**config.mk**
```make
export PLATFORM = sky130hd
export DESIGN_NAME = sync_filter
export DESIGN_NICKNAME = d
export VERILOG_FILES = /design/src/rtl/sync_filter.sv
export SDC_FILE = /design/constraint.sdc
export NUM_CORES = 1
export LEC_CHECK = 0
export CAP_MARGIN = 20
export CORE_MARGIN = 2
export CORE_UTILIZATION = 23
export DETAILED_ROUTE_END_ITERATION = 7
export GPL_ROUTABILITY_DRIVEN = 0
export MAX_ROUTING_LAYER = met4
export PLACE_DENSITY = 0.53
export SKIP_CTS_REPAIR_TIMING = 1
export SLEW_MARGIN = 30
export SYNTH_ARGS = -nofsm -noshare
export SYNTH_HDL_FRONTEND = slang
export SYNTH_SLANG_ARGS = --single-unit
```
**constraint.sdc**
```tcl
create_clock -name clk -period 1.4 [get_ports clk]
set_clock_uncertainty 0.2 [all_clocks]
set_input_delay 0.14 -clock clk [delete_from_list [all_inputs] [get_ports clk]]
set_output_delay 0.14 -clock clk [all_outputs]
set_load 0.005 [all_outputs]
```
**src/rtl/sync_filter.sv**
```systemverilog
// sync_filter
//   Multi-channel synchronizer followed by a per-channel glitch filter.
//   Each input bit passes through a STAGES-deep flop chain. The filtered
//   output q only takes a new value once the synchronized value has
//   differed from q for FILTER_CYCLES consecutive rising edges. rise and
//   fall pulse for one cycle in the cycle q first shows its new value.
//   Channels share no logic.
//
// Parameters
//   WIDTH         number of independent channels (>= 1)
//   STAGES        synchronizer depth per channel (>= 2)
//   FILTER_CYCLES cycles a change must persist before acceptance (>= 1)
//
// Ports
//   clk    in   single clock, rising edge
//   rst_n  in   asynchronous active-low reset
//   d      in   [WIDTH] asynchronous level inputs
//   raw_q  out  [WIDTH] synchronized, unfiltered (last chain flop)
//   q      out  [WIDTH] synchronized, glitch-filtered
//   rise   out  [WIDTH] one-cycle pulse on accepted 0->1 of q
//   fall   out  [WIDTH] one-cycle pulse on accepted 1->0 of q
module sync_filter #(
    parameter int WIDTH         = 4,
    parameter int STAGES        = 2,
    parameter int FILTER_CYCLES = 4
) (
    input  logic             clk,
    input  logic             rst_n,
    input  logic [WIDTH-1:0] d,
    output logic [WIDTH-1:0] raw_q,
    output logic [WIDTH-1:0] q,
    output logic [WIDTH-1:0] rise,
    output logic [WIDTH-1:0] fall
);

    localparam int CW = (FILTER_CYCLES > 1) ? $clog2(FILTER_CYCLES) : 1;
    localparam logic [CW-1:0] CNT_MAX = CW'(FILTER_CYCLES - 1);

    for (genvar i = 0; i < WIDTH; i++) begin : g_ch
        logic [STAGES-1:0] chain;
        logic [CW-1:0]     cnt;
        logic              raw;
        logic              q_r;
        logic              rise_r;
        logic              fall_r;

        assign raw = chain[STAGES-1];

        // Synchronizer: bit 0 samples the asynchronous input, the top bit
        // is the first one considered safe to use.
        // NOTE: every flop here is cleared by the asynchronous reset so the
        // filter never starts from an unknown level and emits a bogus pulse.
        always_ff @(posedge clk or negedge rst_n) begin
            if (!rst_n) begin
                chain <= '0;
            end else begin
                // NOTE: non-blocking assignments keep every flop sampling the
                // pre-edge value, which is what makes this a shift chain.
                chain <= {chain[STAGES-2:0], d[i]};
            end
        end

        // Filter: cnt counts consecutive edges on which raw disagrees with q.
        // Any edge where they agree clears it, so separate short excursions
        // never accumulate. On the FILTER_CYCLES-th disagreeing edge q takes
        // the new value and cnt returns to 0, so cnt never exceeds CNT_MAX.
        always_ff @(posedge clk or negedge rst_n) begin
            if (!rst_n) begin
                cnt    <= '0;
                q_r    <= 1'b0;
                rise_r <= 1'b0;
                fall_r <= 1'b0;
            end else begin
                rise_r <= 1'b0;
                fall_r <= 1'b0;
                if (raw == q_r) begin
                    cnt <= '0;
                end else if (cnt == CNT_MAX) begin
                    cnt    <= '0;
                    q_r    <= raw;
                    rise_r <= raw;
                    fall_r <= ~raw;
                end else begin
                    cnt <= cnt + 1'b1;
                end
            end
        end

        assign raw_q[i] = raw;
        assign q[i]     = q_r;
        assign rise[i]  = rise_r;
        assign fall[i]  = fall_r;
    end

endmodule

```
* Word-level counts from Yosys, hierarchy flattened
Index checks and enable logic that the tools add are counted.
** Word-level totals
- Register bits after elaboration :: 28
- Input port bits :: 6
- Output and inout bits :: 16
- Logic and storage cells :: 68
** Operators by class
- $add $sub $neg :: 4
- Equality and inequality tests :: 8
- Multiplexer cells :: 24
- Bitwise logic cells :: 8
- Reductions and logical operators :: 4
** Operator list (number)
- 1-bit 2-to-1 mux :: 16
- 2-bit 2-to-1 mux :: 8
- 2-bit by 1-bit adder with 2-bit output, second input constant :: 4
- 2-bit equality test, second input constant :: 4
- 1-bit NOT :: 8
- 2-bit AND reduction :: 4
- 1-bit equality test :: 4

* Logic depth before layout (Yosys ltp)
Gate-level depths: netlist of run 1.
- Depth after elaboration :: 3
- Gate-level depth with buffers :: 3
- Gate-level depth less buffers :: 3

* Worst setup path before layout of run 1
OpenSTA, ideal clock, no wires.
- Path kind :: reg2reg
- Start point :: register g_ch[1].cnt[0]
- End point :: register g_ch[1].q_r
- Library setup time :: 0.128 ns
- Arrival time :: 0.903 ns
- Data required time :: 1.072 ns
- Path slack :: 0.169 ns
- Stages on the path, launching flop included :: 3
- Buffers on the path :: 0
- Period minus slack after synthesis :: 1.231 ns
- Cell sequence :: dfrtp_1 -> ha_1 -> mux2_1
** Between the ends
- Longest elaborated chain between the ends :: 2
** RTL lines
- start, declared :: RTL line 41 : logic [CW-1:0] cnt;
- start signal, assigned :: RTL line 84 : cnt <= cnt + 1'b1;
- 2-bit equality test :: RTL line 78 : end else if (cnt == CNT_MAX) begin
- 2-bit AND reduction (no line)
- end signal, assigned :: RTL line 80 : q_r <= raw;
- end, declared :: RTL line 43 : logic q_r;
No other way between the ends.
A chain may end at the register's enable or synchronous reset.

* Final worst setup path of run 1
Ends and elaborated chain as after synthesis.

==> results.json, run 1 <==
{
  "outcome": "completed",
  "synth_nets": 86,
  "wl_per_cell_um": 10.66,
  "dp_hpwl_mm": 1.061,
  "timing.rr.start": "g_ch[1].cnt[0]$_DFF_PN0_",
  "fmax_mhz": 782.9,
  "cts_root_buffer": "clkbuf_8",
  "drive_gt1_share_pct": 21.74,
  "grt_start_max_net_pins": 29,
  "vias": 549,
  "setup_viol": 0,
  "syn_inst": 76,
  "hold_class": "input port to asynchronous set/reset pin",
  "ys_warn_count": 0,
  "ys_types": 13,
  "ir_drop_uv": 461.6,
  "placed_cell_area_um2": 1256,
  "wirelength_mm": 1.535,
  "synth_area_leader_cell": "dfrtp_1",
  "first_iter_violations": 20,
  "antenna_found_initial": 0,
  "cts-htree-levels": 1,
  "grt_overflow": 0,
  "seq_area_frac_synth_pct": 64.81,
  "cts.path.max_buffers": 2,
  "port_buffers": 21,
  "p_per_area_nw_per_um2": 1516,
  "crit_type": "flop to flop",
  "grt_pass1_vias": 530,
  "synth_edf_count": 0,
  "dieArea_um2": 5264,
  "maxSlewHeadroom_pct": 83.89,
  "start_util_pct": 24.32,
  "drc_errors": 0,
  "final-hold-violation-count": 0,
  "crit_fanout": 4,
  "ys.flop_type": "dfrtp_1",
  "leakagePower_nw": 0.8521,
  "die_w_um": 72.56,
  "synth_top_area_share_pct": 64.81,
  "diodes": 0,
  "core_area_um2": 4444,
  "end_kind": "flop",
  "worstPathArrival_ns": 1.23,
  "cts_sinks": 28,
  "dp.cells": 134,
  "area_delta_synth_final_pct": 28.70,
  "syn_area_um2": 1081,
  "die_h_um": 72.56,
  "critical_path.startpoint": "g_ch[1].cnt[0]$_DFF_PN0_",
  "worst_setup_path_start_kind": "flop",
  "rows": 24,
  "final.setup.tns_ns": 0,
  "synth-seq-cells": 28,
  "clk_latency_ns": 0.26,
  "whs_ns": 0.02063,
  "synth.most_common_cell": "dfrtp_1",
  "final_nets": 104,
  "stdcell_count": 144,
  "pin_count": 22,
  "dr.pass1.iters": 2,
  "finalInstanceArea_um2": 1391,
  "viasPerCell": 3.813,
  "grt_pass1_wl_mm": 2.387,
  "synth.avg_cell_area_um2": 14.22,
  "period_share_pct": 91.24,
  "finalMaxSlewViolations": 0,
  "groute.usage.overall_pct": 6.284,
  "clkSlewWorstSetupHoldPaths_ns": 0.08,
  "ys_async_sr_fraction_pct": 100.0,
  "ys_top_cells_by_count": "28 x dfrtp_1, 16 x buf_4",
  "tritoncts": "built",
  "cts_made_buffers": 3,
  "synth.area.top_cells": "dfrtp_1 65%, buf_4 11%, ha_1 4.6%, and3b_2 3.7%, nor3_2 3.7%",
  "rsz0062_at_grt": "no",
  "worstMarginPinSlew_ns": 0.2399,
  "fin_crit_ns": 1.277,
  "post-route-util_pct": 31.31,
  "max-cap-violations": 0,
  "drtAntennaViolNets": 0,
  "cp.required_ns": 1.35
}
## sequential cells by signal, indices dropped and copies added (netlist names)
name and count:
g_ch.chain 8, g_ch.q_r 4, g_ch.cnt 8, g_ch.fall_r 4, g_ch.rise_r 4
## cells by family (layout without fill, tap and decap cells)
| logic type | after synthesis | count (layout) | synth area share, % |
|---|---|---|---|
| AOI/OAI and AO/OA | 2 | 2 | 0.9260 |
| xor gates and xnor gates | 4 | 4 | 3.240 |
| adders and majority gates | 4 | 4 | 4.630 |
| buffers and inverters | 18 | 34 | 11.81 |
| DFF | 28 | 28 | 64.81 |
| muxes | 2 | 2 | 2.083 |
| and+or+nand+nor | 18 | 18 | 12.50 |
## area by class of cell
class / instances / area [µm²]
Sequential cell: 28 / 701.9
Inverter: 2 / 7.507
Clock buffer: 3 / 41.29
Fill cell: 440 / 3053
Multi-Input combinational cell: 30 / 252.7
Tap cell: 52 / 65.06
Timing Repair Buffer: 29 / 322.8
## report_power, final
part	total (mW)	switching, mW	internal (mW)
Combinational	0.621	0.249	0.372
Sequential	1.08	0.0946	0.983
Clock	0.412	0.220	0.192
Total	2.11	0.563	1.55
## layer usage
metal / GRT usage (%) / up-vias / wire length [µm]
met5: - / - / 0
met4: 1.852 / 0 / 9
met3: 3.611 / 2 / 145
met2: 8.485 / 20 / 665
met1: 7.941 / 264 / 713
li1: - / 263 / -
## through the flow
step / setup WS (ns) / power (mW)
after global placement: 0.1352 / 1.630
final: 0.1227 / 2.110
after CTS: -0.1883 / 2.091
after floorplan: 0.1693 / 1.500
after global routing: 0.06753 / 2.268
after detailed placement: 0.1246 / 1.663
## cells in the final DEF (no fill, tap or decap), drive strengths merged, types with 3 or more instances in the layout
cell type	instances
xnor2	4
ha	4
buf	8
and3b	4
nor3	4
dfrtp	28
clkbuf	3
clkdlybuf4s50	5
nor2b	4
dlymetal6s2s	16
## final timing paths
check | slack (ns) | endpoint | cells after the start
setup / recovery | 0.12 | g_ch[1].q_r$_DFFE_PN0P_ | 2
hold / removal | 0.02 | g_ch[2].chain[1]$_DFF_PN0_ | 2
setup reg to reg | 0.12 | g_ch[1].q_r$_DFFE_PN0P_ | 2
hold reg to reg | 0.15 | g_ch[3].chain[1]$_DFF_PN0_ | 0
max in group asynchronous | 0.82 | g_ch[1].chain[1]$_DFF_PN0_ | 2
min in group clk | 0.11 | g_ch[1].chain[0]$_DFF_PN0_ | 1
## critical path, cell delays in order (launching register included)
cell	delay (ns)
dfrtp_1	0.40
ha_1	0.25
mux2_1	0.32
(Power assumes the default switching activity.)
==> run 2, diff against run 1 <==
Settings changed: CORE_MARGIN 2 to unset.
==> results.json, run 2 (synthesized netlist as in run 1, its figures left out) <==
{
  "layout_common_cells": "26 x dfrtp_1, 16 x dlymetal6s2s_1, 9 x buf_4",
  "area_delta_synth_final_pct": 32.99,
  "final-hold-violation-count": 0,
  "max-cap-violations": 0,
  "fillers": 444,
  "cts_root_buffer": "clkbuf_8",
  "port_buffers": 21,
  "post-place-ws_ns": 0.1007,
  "post-route-util_pct": 32.35,
  "clkSlewWorstSetupHoldPaths_ns": 0.09,
  "reg2reg_depth": 2,
  "end_kind": "flop",
  "wirelength_mm": 1.636,
  "final_nets": 106,
  "grt_start_max_net_pins": 29,
  "maxSlewHeadroom_pct": 82.45,
  "viasPerCell": 3.789,
  "fmax_mhz": 764.6,
  "ir_drop_uv": 463.6,
  "diodes": 0,
  "tritoncts": "built",
  "path_cells": "ha_1, mux2_1",
  "outcome": "finished with violations",
  "die_w_um": 70.56,
  "cts_made_buffers": 3,
  "setup_slack_ns": 0.09207,
  "leakagePower_nw": 0.8752,
  "hold_class": "input port to asynchronous set/reset pin",
  "cts.path.max_buffers": 2,
  "dieArea_um2": 4978,
  "critPathSlowestCell": "dfrtp_1",
  "crit_type": "flop to flop",
  "drtAntennaViolNets": 0,
  "die_h_um": 70.56,
  "clk_latency_ns": 0.27,
  "first_iter_violations": 36,
  "cts-htree-levels": 1,
  "antenna_found_initial": 0,
  "crit_fanout": 4,
  "critPathMaxStageDelay_ns": 0.41,
  "start_util_pct": 24.32,
  "cp.required_ns": 1.36,
  "final_common_cell": "dfrtp_1",
  "cts_sinks": 28,
  "violations": "DRC",
  "core_area_um2": 4444,
  "worstMarginPinSlew_ns": 0.2613,
  "worstPathArrival_ns": 1.27,
  "grt_pass1_wl_mm": 2.656,
  "dp_hpwl_mm": 1.114,
  "rows": 24,
  "drc_errors": 6,
  "groute.usage.overall_pct": 7.271,
  "vias": 557,
  "worst_setup_path_start_kind": "flop",
  "wl_per_cell_um": 11.13,
  "drive_gt1_share_pct": 25.26,
  "fin_crit_ns": 1.308,
  "finalMaxSlewViolations": 0,
  "grt_overflow": 0,
  "period_share_pct": 93.42,
  "rsz0062_at_grt": "no",
  "setup_viol": 0,
  "dr.pass1.iters": 6,
  "pin_count": 22,
  "reg_top3": "g_ch.chain x8, g_ch.cnt x8",
  "grt_pass1_vias": 554,
  "p_per_area_nw_per_um2": 1617
}
-- run 2: changes by cell type in the layout (fill, tap and decap cells not counted), sizes merged --
cell | previous run | this run
buf | 8 | 10
bufinv | 0 | 1
-- run 2: path summary, 6_finish.rpt --
kind                                             from                          to  slack, ns
max reg2reg                  g_ch[1].cnt[0]$_DFF_PN0_     g_ch[1].q_r$_DFFE_PN0P_       0.09
min                                             rst_n    g_ch[0].fall_r$_DFF_PN0_       0.02
max in group asynchronous                       rst_n  g_ch[3].chain[1]$_DFF_PN0_       0.81
min reg2reg                g_ch[3].chain[0]$_DFF_PN0_  g_ch[3].chain[1]$_DFF_PN0_       0.15
max                          g_ch[1].cnt[0]$_DFF_PN0_     g_ch[1].q_r$_DFFE_PN0P_       0.09
min in group clk                                 d[1]  g_ch[1].chain[0]$_DFF_PN0_       0.10
-- run 2: per-stage QoR --
| stage | setup TNS, ns | std cells | instance area (µm²) | hold WS [ns] | total power, mW |
|---|---|---|---|---|---|
| finish | 0 | 147 | 1438 | 0.01845 | 2.325 |
| global route | 0 | 147 | 1438 | 0.03628 | 2.486 |
| CTS | -1.780 | 138 | 1328 | 0.01698 | 2.311 |
| detailed placement | 0 | 134 | 1256 | 0.1355 | 1.678 |
| global placement | 0 | 134 | 1256 | 0.1355 | 1.624 |
| floorplan | 0 | 76 | 1081 | -0.3556 | 1.500 |
-- run 2: critical path: cells and delay by family, from the launching register on --
family	cells	cell delay [ns]
DFF	1	0.41
muxes	1	0.33
adders and majority gates	1	0.26
-- run 2: layout make-up --
cell class                      count  area (µm²)  share of cell area, %
Sequential cell                    28       703.2                  48.91
Multi-Input combinational cell     30       252.7                  17.58
Clock buffer                        3       41.29                  2.872
Clock inverter                      1       30.03                  2.089
Timing Repair Buffer               31       337.8                  23.50
Tap cell                           52       65.06                  4.526
Inverter                            2       7.507                 0.5222
-- run 2: power breakdown --
part,switching (mW),internal [mW]
sequential,0.113,0.983
clock,0.236,0.382
combinational,0.239,0.372
total,0.588,1.74
-- run 2: per-layer routing --
metal  global-route usage, %  vias up  wire length, µm
li1                        -      265                -
met2                   11.76       18              791
met5                       -        -                0
met3                   2.422        2              116
met4                   3.333        0               10
met1                   8.197      272              718
==> run 3, diff against run 2 <==
Settings changed: GPL_TIMING_DRIVEN set to 0.
==> results.json, run 3 (synthesized netlist as in run 1, its figures left out) <==
{
  "stdcell_count": 161,
  "clkSlewWorstSetupHoldPaths_ns": 0.09,
  "finalMaxSlewViolations": 0,
  "die_w_um": 70.56,
  "placed_cell_area_um2": 1351,
  "period_share_pct": 93.95,
  "wirelength_mm": 1.591,
  "crit_family": "flip-flops",
  "vias": 606,
  "endpoint": "q[1]",
  "first_iter_violations": 38,
  "end_kind": "output port",
  "finalInstanceArea_um2": 1498,
  "crit_fanout": 5,
  "r2r_end": "g_ch[1].q_r$_DFFE_PN0P_",
  "maxSlewHeadroom_pct": 58.91,
  "critical_path.startpoint": "g_ch[1].q_r$_DFFE_PN0P_",
  "setup_slack_ns": 0.08473,
  "final-hold-violation-count": 0,
  "rsz0062_at_grt": "no",
  "drc_errors": 7,
  "total_power_mw": 2.212,
  "grt_overflow": 0,
  "reg_top3": "g_ch.chain x8, g_ch.cnt x8",
  "r2r_setup_slack_ns": 0.11,
  "die_h_um": 70.56,
  "grt_pass1_wl_mm": 2.704,
  "ir_drop_uv": 681.9,
  "multi_input_area_um2": 252.7,
  "cts_root_buffer": "clkbuf_8",
  "cts_made_buffers": 3,
  "clk_latency_ns": 0.27,
  "violations": "DRC",
  "fmax_mhz": 760.3,
  "tritoncts": "built",
  "grt_start_max_net_pins": 29,
  "max-cap-violations": 0,
  "setup_viol": 0,
  "port_buffers": 21,
  "cp.required_ns": 1.06,
  "critPathSlowestCell": "dfrtp_1",
  "groute.usage.overall_pct": 7.307,
  "wl_per_cell_um": 9.882,
  "cts.path.max_buffers": 2,
  "worst_setup_path_start_kind": "flop",
  "fillers": 446,
  "rows": 24,
  "whs_ns": 0.1012,
  "leakagePower_nw": 0.9271,
  "layout_common_cells": "28 x dfrtp_1, 25 x buf_4, 15 x dlymetal6s2s_1",
  "cts_sinks": 28,
  "dr.pass1.iters": 6,
  "worstMarginPinSlew_ns": 0.6164,
  "crit_type": "flop to output port",
  "worstPathArrival_ns": 0.98,
  "outcome": "finished with violations",
  "dp_hpwl_mm": 1.116,
  "dp.cells": 149,
  "drive_gt1_share_pct": 33.94,
  "path_cells": "buf_4, dlymetal6s2s_1",
  "core_area_um2": 4444,
  "cts-htree-levels": 1,
  "post-place-ws_ns": 0.05002,
  "diodes": 0,
  "final_common_cell": "dfrtp_1",
  "dieArea_um2": 4978,
  "grt_pass1_vias": 579,
  "viasPerCell": 3.764,
  "regArea_um2": 700.7,
  "cp_num_cells": 2,
  "fin_crit_ns": 1.315,
  "start_util_pct": 24.32,
  "reg2reg_depth": 2,
  "final_nets": 121,
  "path_buf_inv": 2,
  "post-route-util_pct": 33.70,
  "p_per_area_nw_per_um2": 1477,
  "antenna_found_initial": 0,
  "drtAntennaViolNets": 0,
  "critPathMaxStageDelay_ns": 0.43,
  "pin_count": 22,
  "hold_class": "input port to flop",
  "timing.rr.start": "g_ch[1].cnt[0]$_DFF_PN0_",
  "final.setup.tns_ns": 0,
  "area_delta_synth_final_pct": 38.54
}
-- run 3: cell count changes in the layout (fill, tap and decap cells not counted) --
| cell | previous run | this run |
|---|---|---|
| bufinv_16 | 1 | 0 |
| dfrtp_2 | 2 | 0 |
| buf_12 | 1 | 0 |
| buf_2 | 0 | 1 |
| clkdlybuf4s50_1 | 5 | 4 |
| buf_4 | 9 | 25 |
| dfrtp_1 | 26 | 28 |
| dlymetal6s2s_1 | 16 | 15 |
| dlygate4sd3_1 | 0 | 1 |
-- run 3: area by class of cell --
| type | count | area share (%) |
|---|---|---|
| clock buffers | 3 | 2.757 |
| multi-input cells | 30 | 16.88 |
| flip-flops and latches | 28 | 46.78 |
| inverters | 2 | 0.5013 |
| plain buffers | 16 | 8.020 |
| repair buffers | 30 | 20.72 |
| well taps | 52 | 4.344 |
-- run 3: how the worst min path moves through the flow --
stage | start | to | slack, ns | cells after the start
after floorplan | rst_n | g_ch[0].chain[0]$_DFF_PN0_ | -0.36 | 0
after global placement | g_ch[1].chain[0]$_DFF_PN0_ | g_ch[1].chain[1]$_DFF_PN0_ | 0.14 | 0
after detailed placement | rst_n | g_ch[0].chain[1]$_DFF_PN0_ | 0.00003 | 1
after CTS | rst_n | g_ch[1].fall_r$_DFF_PN0_ | -0.30 | 1
after global routing | d[3] | g_ch[3].chain[0]$_DFF_PN0_ | 0.10 | 1
final | d[3] | g_ch[3].chain[0]$_DFF_PN0_ | 0.10 | 1
-- run 3: layer usage --
layer	share of wire, %	vias up	GRT usage (%)	wire, µm
met5	0	-	-	0
met4	0.63	0	1.333	10
met3	8.0	2	3.704	128
met2	46	18	10.90	736
met1	45	287	9.033	715
li1	-	299	-	-
-- run 3: report_power, final --
part / leakage [nW] / switching [mW] / internal (mW)
sequential: 0.357 / 0.101 / 0.983
combinational: 0.549 / 0.260 / 0.454
clock: 0.0216 / 0.221 / 0.192
total: 0.927 / 0.583 / 1.63
